File: src/rtl/iq_pair_sequencer.sv
// Sweeps an external IQ pair mux and presents each pair on a valid/ready port.
// Define IQ_PAIR_SEQ_LOOP_EN to add the loop input (continuous re-sweep).
module iq_pair_sequencer #(
  parameter int SIZE     = 8,
  parameter int NB_PAIRS = 5
) (
  input  logic            clk,
  input  logic            nrst,
  input  logic            start,
  input  logic            abort,
`ifdef IQ_PAIR_SEQ_LOOP_EN
  input  logic            loop,
`endif
  output logic [2:0]      sel,
  input  logic [SIZE-1:0] mux_out1,
  input  logic [SIZE-1:0] mux_out2,
  output logic [SIZE-1:0] pair_i,
  output logic [SIZE-1:0] pair_q,
  output logic [2:0]      pair_idx,
  output logic            pair_valid,
  input  logic            pair_ready,
  output logic            busy,
  output logic            done,
  output logic            overrun
);

  typedef enum logic [1:0] {
    IDLE,
    SELECT,
    PRESENT,
    DONE
  } state_e;

  localparam logic [2:0] LAST = 3'(NB_PAIRS - 1);
  localparam logic [2:0] PARK = 3'd7;

  state_e          state_q, state_d;
  logic [2:0]      idx_q, idx_d;
  logic [2:0]      sel_q;
  logic [SIZE-1:0] pi_q, pq_q;
  logic [2:0]      pidx_q;
  logic            valid_q, busy_q;
  logic            done_q, ovr_q;
  logic [1:0]      rsync_q;
  logic            rst_n;
  logic            loop_en;

`ifdef IQ_PAIR_SEQ_LOOP_EN
  assign loop_en = loop;
`else
  assign loop_en = 1'b0;
`endif

  // Assert asynchronously, release on the second clock edge.
  always_ff @(posedge clk or negedge nrst) begin
    if (!nrst) begin
      rsync_q <= 2'b00;
    end else begin
      rsync_q <= {rsync_q[0], 1'b1};
    end
  end

  assign rst_n = rsync_q[1];

  always_comb begin
    state_d = state_q;
    idx_d   = idx_q;
    if (abort) begin
      state_d = IDLE;
      idx_d   = 3'd0;
    end else begin
      unique case (state_q)
        IDLE: begin
          if (start) begin
            state_d = SELECT;
            idx_d   = 3'd0;
          end
        end
        SELECT: state_d = PRESENT;
        PRESENT: begin
          if (pair_ready) begin
            if (idx_q == LAST) begin
              state_d = DONE;
            end else begin
              state_d = SELECT;
              idx_d   = idx_q + 3'd1;
            end
          end
        end
        DONE: begin
          if (loop_en) begin
            state_d = SELECT;
            idx_d   = 3'd0;
          end else begin
            state_d = IDLE;
          end
        end
        default: state_d = IDLE;
      endcase
    end
  end

  // Outputs are registered from the next state so they align with it.
  always_ff @(posedge clk or negedge rst_n) begin
    if (!rst_n) begin
      state_q <= IDLE;
      idx_q   <= 3'd0;
      sel_q   <= PARK;
      pi_q    <= '0;
      pq_q    <= '0;
      pidx_q  <= 3'd0;
      valid_q <= 1'b0;
      busy_q  <= 1'b0;
      done_q  <= 1'b0;
      ovr_q   <= 1'b0;
    end else begin
      state_q <= state_d;
      idx_q   <= idx_d;
      sel_q   <= (state_d == SELECT || state_d == PRESENT)
                 ? idx_d : PARK;
      valid_q <= (state_d == PRESENT);
      busy_q  <= (state_d != IDLE);
      done_q  <= (state_d == DONE);
      ovr_q   <= start & busy_q;
      if (state_q == SELECT) begin
        pi_q   <= mux_out1;
        pq_q   <= mux_out2;
        pidx_q <= idx_q;
      end
    end
  end

  assign sel        = sel_q;
  assign pair_i     = pi_q;
  assign pair_q     = pq_q;
  assign pair_idx   = pidx_q;
  assign pair_valid = valid_q;
  assign busy       = busy_q;
  assign done       = done_q;
  assign overrun    = ovr_q;

endmodule

File: config.mk
export PLATFORM = sky130hd
export DESIGN_NAME = iq_pair_sequencer
export DESIGN_NICKNAME = d
export VERILOG_FILES = /design/src/rtl/iq_pair_sequencer.sv
export SDC_FILE = /design/constraint.sdc
export NUM_CORES = 1
export LEC_CHECK = 0
export ABC_CLOCK_PERIOD_IN_PS = 1250
export CORE_ASPECT_RATIO = 0.75
export CORE_UTILIZATION = 60
export DETAILED_ROUTE_END_ITERATION = 7
export DONT_BUFFER_PORTS = 1
export PLACE_DENSITY = 0.73
export SYNTH_ARGS = -nofsm -noshare
export SYNTH_HDL_FRONTEND = slang
export SYNTH_SLANG_ARGS = --single-unit
File: constraint.sdc
create_clock -name clk -period 1.25 [get_ports clk]
set_clock_uncertainty 0.05 [all_clocks]
set_input_delay 0.125 -clock clk [delete_from_list [all_inputs] [get_ports clk]]
set_output_delay 0.125 -clock clk [all_outputs]
set_load 0.1 [all_outputs]
==> results of run 1 <==
## stage by stage
stage	setup TNS (ps)	setup slack [ps]	instance area (um2)	hold slack, ps
after global placement	-1882	-217.1	1785	-220.6
after detailed placement	-2399	-280.8	1785	-220.5
after floorplan	-1123	-227.5	1458	-220.6
## cells by family after synthesis
| logic type | after synthesis |
|---|---|
| buf+inv | 8 |
| compound gates | 15 |
| other cells | 1 |
| fa+ha+maj | 5 |
| simple gates | 14 |
| flops | 33 |
| mux | 18 |
## synth_stat cells
cell type  instances  area share (%)
inv_1              5             1.3
a21bo_2            1            0.72
nor3b_2            1            0.90
nor2_1             1            0.27
mux2i_1            1            0.72
a22oi_1            2             1.1
nand3b_1           2             1.1
conb_1             1            0.27
nand2b_1           1            0.45
o211ai_1           1            0.54
ha_1               5             4.5
nor2b_1            1            0.45
and2_1             1            0.45
and3b_1            1            0.63
nand4b_1           1            0.63
o21bai_1           1            0.54
o21ai_1            1            0.36
dfstp_2            3             5.6
a21oi_1            2            0.72
buf_6              2             1.6
buf_12             1             1.4
o221ai_1           1            0.63
nand2_1            4             1.1
mux2_2             3             2.4
o21ai_0            4             1.4
a31oi_1            1            0.45
mux2_4            14              15
dfrtp_1           30              54
a21o_1             1            0.54
or3_1              1            0.45
==> flow_summary.yaml, run 1 <==
status:
  status: "stopped before the end"
  stop_stage: "clock tree synthesis"
  error: "[ERROR DPL-0038] Utilization greater than 100%, impossible to legalize"
clock_network:
  h-tree-depth: 2
  clock-sinks: 33
  numCtsBuffers: 5
  cts_max_path_buffers: 2
  ctsResizeCount: 11
  cts_hold_buf: 20
  root_buffer: "clkbuf_4"
  post-cts-setup-buffers: 4
floorplanning:
  io_pins: 47
  die_y_um: 43.80
  initial_core_util_pct: 66.49
  std_cell_rows: 14
  die_x_um: 57.73
yosys:
  avgSynthCellArea_um2: 14.87
  synth_cell_type_count: 30
  ys_seq_area_share_pct: 59.36
  synth_mux_area_share_pct: 18.17
  syn-cell-area_um2: 1398
  synth_compound_area_share_pct: 6.983
  yosys.area_share.simple_pct: 6.356
  ys_ff_latch: 33
  synthCells: 94
  yosys_warnings: 0
  post_synth_xor_area_fraction_pct: 0
  synth_top_family_by_area: "multiplexers"
  synth_nets: 120
  synthAdderAreaFrac_pct: 4.476
placement:
  globalplace.congestion: 0.7970
  dp.cells: 152
  place_hpwl_mm: 2.028
  portBuffers: 0
==> inputs of run 2 (changes only) <==
- CORE_AREA: unset -> 2 2 63 65
- CORE_ASPECT_RATIO: 0.75 -> unset
- CORE_UTILIZATION: 60 -> unset
- DIE_AREA: unset -> 0 0 65 67
- PLACE_DENSITY: 0.73 -> unset
- PLACE_DENSITY_LB_ADDON: unset -> 0.15
==> run 2 against run 1 <==
Compared with the run above:
- the flow now finishes, with violations (hold timing, setup timing)
- synthesized cell count unchanged
- synthesized area did not move
==> flow_summary.yaml, run 2 <==
yosys:
  synth_ff_type: "dfrtp_1"
  yosys_warnings: 0
  syn-cell-area_um2: 1398
  synth_nets: 120
  yosys.cell_count.top_type: "dfrtp_1"
  ys_ff_latch: 33
  synth_common_cells: "30 x dfrtp_1, 14 x mux2_4, 5 x ha_1, 5 x inv_1"
  ys_seq_area_share_pct: 59.36
  synth_edf_count: 0
  avgSynthCellArea_um2: 14.87
  synth_top_area_share_pct: 53.72
  synth_cell_type_count: 30
  ys_async_sr_fraction_pct: 100.0
  yosys.area.top_type: "dfrtp_1"
  synth.area.top_cells: "dfrtp_1 54%, mux2_4 15%, dfstp_2 5.6%, ha_1 4.5%, mux2_2 2.4%"
  synthCells: 94
floorplanning:
  die_y_um: 67
  die_x_um: 65
  io_pins: 47
  core_um2: 3606
  std_cell_rows: 22
  initial_core_util_pct: 38.76
  die_area_um2: 4355
cells_and_area:
  area_growth_pct: 55.69
  mostFrequentLayoutCells: "36 x buf_4, 19 x dlygate4sd3_1, 17 x dfrtp_2"
  finalNetCount: 185
  final_common_cell: "buf_4"
  antenna_cells: 0
  drive_gt1_share_pct: 63.13
status:
  violations: "hold timing, setup timing"
  status: "complete, but fails checks"
worst_setup_path:
  critPathCaptureType: "flip-flop"
  r2r_slack_ps: -240
  rr_worst_depth: 7
  critPathLaunchType: "flip-flop"
  reg2reg_from: "idx_q[0]"
  startpoint: "idx_q[0]"
  r2r-end: "sel[1]"
  required_ps: 1400
  crit_path_end: "sel[1]"
  cp_data_arrival_time_ps: 1640
  crit_path_max_fanout: 3
  critPathKind: "flip-flop to flip-flop"
grt:
  antenna_found_initial: 0
  grt_max_degree: 32
  grt_pass1_vias: 1006
  overflow: 0
  grt_first_pass_wirelength_mm: 4.643
  grt_use_total_pct: 14.71
power:
  swShare_pct: 43.93
  vdd_ir_drop_max_mv: 0.6909
  comb_power_share_pct: 45.1
  cellPowerDensity_nw_per_um2: 1848
  p_sw_mw: 1.767
  power.leakage_nw: 1.022
  intPower_mw: 2.255
  pwr-share-clk_pct: 21.3
  power.share.sequential_pct: 33.6
sta:
  layout_min_cycle_time_ps: 1487
  setup_viol: 25
  timing.final.crit_share_pct: 119.0
  whs_ps: -154.0
  hold_viol: 3
  rsz0062_at_grt: "yes"
  slew_viol_final: 0
  timing.final.ws_setup_ps: -237.2
  setup_tns_ps: -2282
  fmax_mhz: 672.4
drt:
  drc_errors: 0
  vias: 949
  avgRoutedWirePerCell_um: 13.64
  drt_pass1_iterations: 4
  viasPerCell: 4.563
  ant_nets: 0
  drtIter0Drc: 20
  wl_mm: 2.837
clock_network:
  numCtsBuffers: 5
  clock-sinks: 33
  cts_max_path_buffers: 2
  clk_pin_slew_worst_paths_ps: 70
  clock_latency_ps: 270
  root_buffer: "clkbuf_8"
  h-tree-depth: 2
  cts_tree: "done"
  cts_hold_buf: 19
placement:
  portBuffers: 0
  globalplace.congestion: 0.8025
  dp_slack_ps: -263.0
  place_hpwl_mm: 2.000
hold_path:
  hold_path.class: "input pin to flip-flop"
  hold-path-cell-count: 1
flow_run:
  max_cap_violations: 0
[run 2: logic make-up after synthesis]
| logic type | Yosys count | synth area share [%] |
|---|---|---|
| muxes | 18 | 18.17 |
| DFF | 33 | 59.36 |
| adders and majority gates | 5 | 4.476 |
| AOI/OAI and AO/OA | 15 | 6.983 |
| other | 1 | 0.2683 |
| and+or+nand+nor | 14 | 6.357 |
| buffers and inverters | 8 | 4.387 |
[run 2: worst max-delay path: stages, from the launching register on]
cell      delay [ps]
dfrtp_1          380
inv_2             80
ha_4             130
a21bo_4          110
nand3b_1          90
a21o_1           200
ha_4             280
o221ai_2          90
[run 2: cell type report]
class | instances | area (um2)
Clock inverter | 1 | 5.005
Sequential cell | 33 | 850.8
Multi-Input combinational cell | 53 | 581.8
Clock buffer | 7 | 96.34
Tap cell | 48 | 60.06
Inverter | 5 | 18.77
Timing Repair Buffer | 61 | 563.0
Fill cell | 289 | 1430
[run 2: through the flow]
stage	utilization (%)	hold WS (ps)	instances	power [mW]	cell area [um2]
floorplan	-	-220.6	94	2.754	1458
global placement	50.62	-220.5	179	3.104	1826
detailed placement	50.62	-220.6	179	3.124	1826
CTS	59.75	-163.6	208	4.064	2155
global route	60.34	-159.5	208	4.181	2176
finish	60.34	-154.0	208	4.022	2176
[run 2: how the worst min path moves through the flow]
stage | start | endpoint | slack, ps
final | abort | idx_q[1] | -150
after global routing | abort | idx_q[1] | -160
after CTS | abort | idx_q[1] | -160
after detailed placement | nrst | rsync_q[0] | -220
after global placement | nrst | rsync_q[1] | -220
after floorplan | nrst | rsync_q[0] | -220
[run 2: timing repair]
item / in CTS / in global routing
setup endpoints to repair: 26 / 28
hold endpoints to repair: 23 / 3
pin swaps: 4 / 3
gates resized for setup: 8 / 5
buffers inserted: 2 / 1
[run 2: power by group through the flow]
stage               sequential, mW  clock (mW)  combinational (mW)
finish                        1.35       0.858                1.81
global route                  1.37       0.943                1.87
CTS                           1.35       0.891                1.82
detailed placement            1.37           0                1.76
global placement              1.36           0                1.75
floorplan                     2.47           0               0.280
[run 2: per-layer routing]
metal / global-route usage (%) / up-vias / wire length (um)
met5: 0 / - / 0
met4: 6.383 / 0 / 55
met3: 5.912 / 5 / 193
met2: 22.94 / 31 / 1359
met1: 17.94 / 462 / 1229
li1: - / 451 / -
Note: power is estimated with default switching activity, not from simulation.
==> inputs of run 3 (changes only) <==
- ABC_CLOCK_PERIOD_IN_PS: 1250 -> 1190
- clock period: 1.25 -> 1.19 ns (I/O delays scaled with it)
==> run 3 against run 2 <==
Compared with the run above:
- the run ends with setup timing left
- largest power group unchanged
- core utilization rose by 5.0 points
- combinational power rose by 9.9%
- first-iteration DRC count rose by 90%
- maximum frequency fell by 1.3%
- register-to-register slack got worse by 80 ps
- non-clock buffer count rose by 8
- hold slack improved by 170 ps
- clock power rose by 5.4%
- sequential share of layout area fell by 2.9 points
- clock-buffer cell count did not move
- routed wire length rose by 12%
- setup slack got worse by 79 ps
==> flow_summary.yaml, run 3 (same netlist as run 2, synthesis figures left out) <==
cells_and_area:
  seqCellArea_um2: 854.6
  final_core_util_pct: 65.37
  multiInputGateArea_um2: 618.1
  finalNetCount: 193
  drive_gt1_share_pct: 68.45
  final_common_cell: "buf_4"
  area_growth_pct: 68.67
  fill_cells: 274
  mostFrequentLayoutCells: "36 x buf_4, 20 x dfrtp_2, 20 x dlygate4sd3_1"
  fin_cells: 216
  antenna_cells: 0
  finalInstanceArea_um2: 2357
floorplanning:
  die_x_um: 65
  io_pins: 47
  die_area_um2: 4355
  std_cell_rows: 22
  core_um2: 3606
  initial_core_util_pct: 38.76
  die_y_um: 67
worst_setup_path:
  critical_path.most_common_cell: "ha_4"
  critPathCaptureType: "flip-flop"
  required_ps: 1340
  slowest_stage: "dfrtp_1"
  cp_data_arrival_time_ps: 1660
  crit_family: "adder cells"
  cpPeakStageDelay_ps: 390
  cp.depth: 7
  critPathLaunchType: "flip-flop"
  crit_path_max_fanout: 3
  critPathBufInv: 1
  path_cells: "inv_2 > ha_4 > a21bo_4 > nand3b_1 > a21o_1 > ha_4 > o211ai_1"
  rr_worst_depth: 7
  critPathKind: "flip-flop to flip-flop"
power:
  vdd_ir_drop_max_mv: 0.8337
  cellPowerDensity_nw_per_um2: 1832
  power.leakage_nw: 1.083
  power_mw: 4.319
placement:
  dpl_cell_area_um2: 1924
  dp_slack_ps: -312.8
  place_hpwl_mm: 2.110
  portBuffers: 0
  globalplace.congestion: 0.7632
  dp.cells: 181
grt:
  overflow: 0
  grt_max_degree: 32
  antenna_found_initial: 0
  grt_pass1_vias: 1072
  grt_use_total_pct: 16.14
  grt_first_pass_wirelength_mm: 5.126
flow_run:
  max_cap_violations: 0
clock_network:
  numCtsBuffers: 5
  h-tree-depth: 2
  root_buffer: "clkbuf_8"
  clock_latency_ps: 280
  cts_tree: "done"
  clock-sinks: 33
  clk_pin_slew_worst_paths_ps: 60
  cts_max_path_buffers: 2
drt:
  vias: 995
  drt_pass1_iterations: 4
  drtIter0Drc: 38
  drc_errors: 0
  ant_nets: 0
  viasPerCell: 4.606
  avgRoutedWirePerCell_um: 14.68
  wl_mm: 3.170
sta:
  whs_ps: 14.35
  hold_viol: 0
  timing.final.ws_setup_ps: -316.5
  setup_tns_ps: -3350
  timing.final.crit_share_pct: 126.6
  fmax_mhz: 663.8
  setup_viol: 29
  slew_viol_final: 0
  rsz0062_at_grt: "yes"
  layout_min_cycle_time_ps: 1506
hold_path:
  hold_path.class: "input pin to flip-flop"
  hold-path-cell-count: 2
status:
  violations: "setup timing"
  status: "complete, but fails checks"
## run 3: layout make-up
| type | instances | area share [%] |
|---|---|---|
| Clock buffer | 7 | 4.087 |
| Clock inverter | 1 | 0.2123 |
| Inverter | 5 | 0.7962 |
| Multi-Input combinational cell | 53 | 26.22 |
| Timing Repair Buffer | 69 | 29.88 |
| Sequential cell | 33 | 36.25 |
| Tap cell | 48 | 2.548 |
## run 3: metal layers
metal | global-route usage (%) | wire, um | up-vias
met5 | 0 | 0 | -
met4 | 6.383 | 39 | 0
met3 | 4.223 | 145 | 5
met2 | 28.35 | 1680 | 28
met1 | 18.75 | 1305 | 493
li1 | - | - | 469
## run 3: path summary, 6_finish.rpt
check                            from    endpoint  slack [ps]
max                          idx_q[0]      sel[0]        -320
min                             abort  state_q[0]          10
max reg2reg                  idx_q[0]      sel[0]        -320
min reg2reg                rsync_q[1]   pair_q[1]         170
max in group asynchronous  rsync_q[1]      sel[0]         690
min in group asynchronous        nrst  rsync_q[0]          20
## run 3: worst reg2reg max path: cells and delay by family, from the launching register on
kind                       cells  cell delay (ps)
adders and majority gates      2              410
AOI/OAI and AO/OA              3              390
DFF                            1              390
and+or+nand+nor                1              100
buffers and inverters          1               90
## run 3: timing repair
item,in CTS,in global routing
resized for setup,18,4
endpoints found under the hold margin,23,0
gates cloned,0,0
pin swaps,7,4
setup buffers,6,3
endpoints found under the setup margin,29,33
hold buffers,20,0
## run 3: power breakdown
group          internal, mW  total [mW]  switching (mW)
logic                 0.588        1.99            1.40
clock network         0.522       0.904           0.382
registers              1.32        1.43           0.105
total                  2.43        4.32            1.89
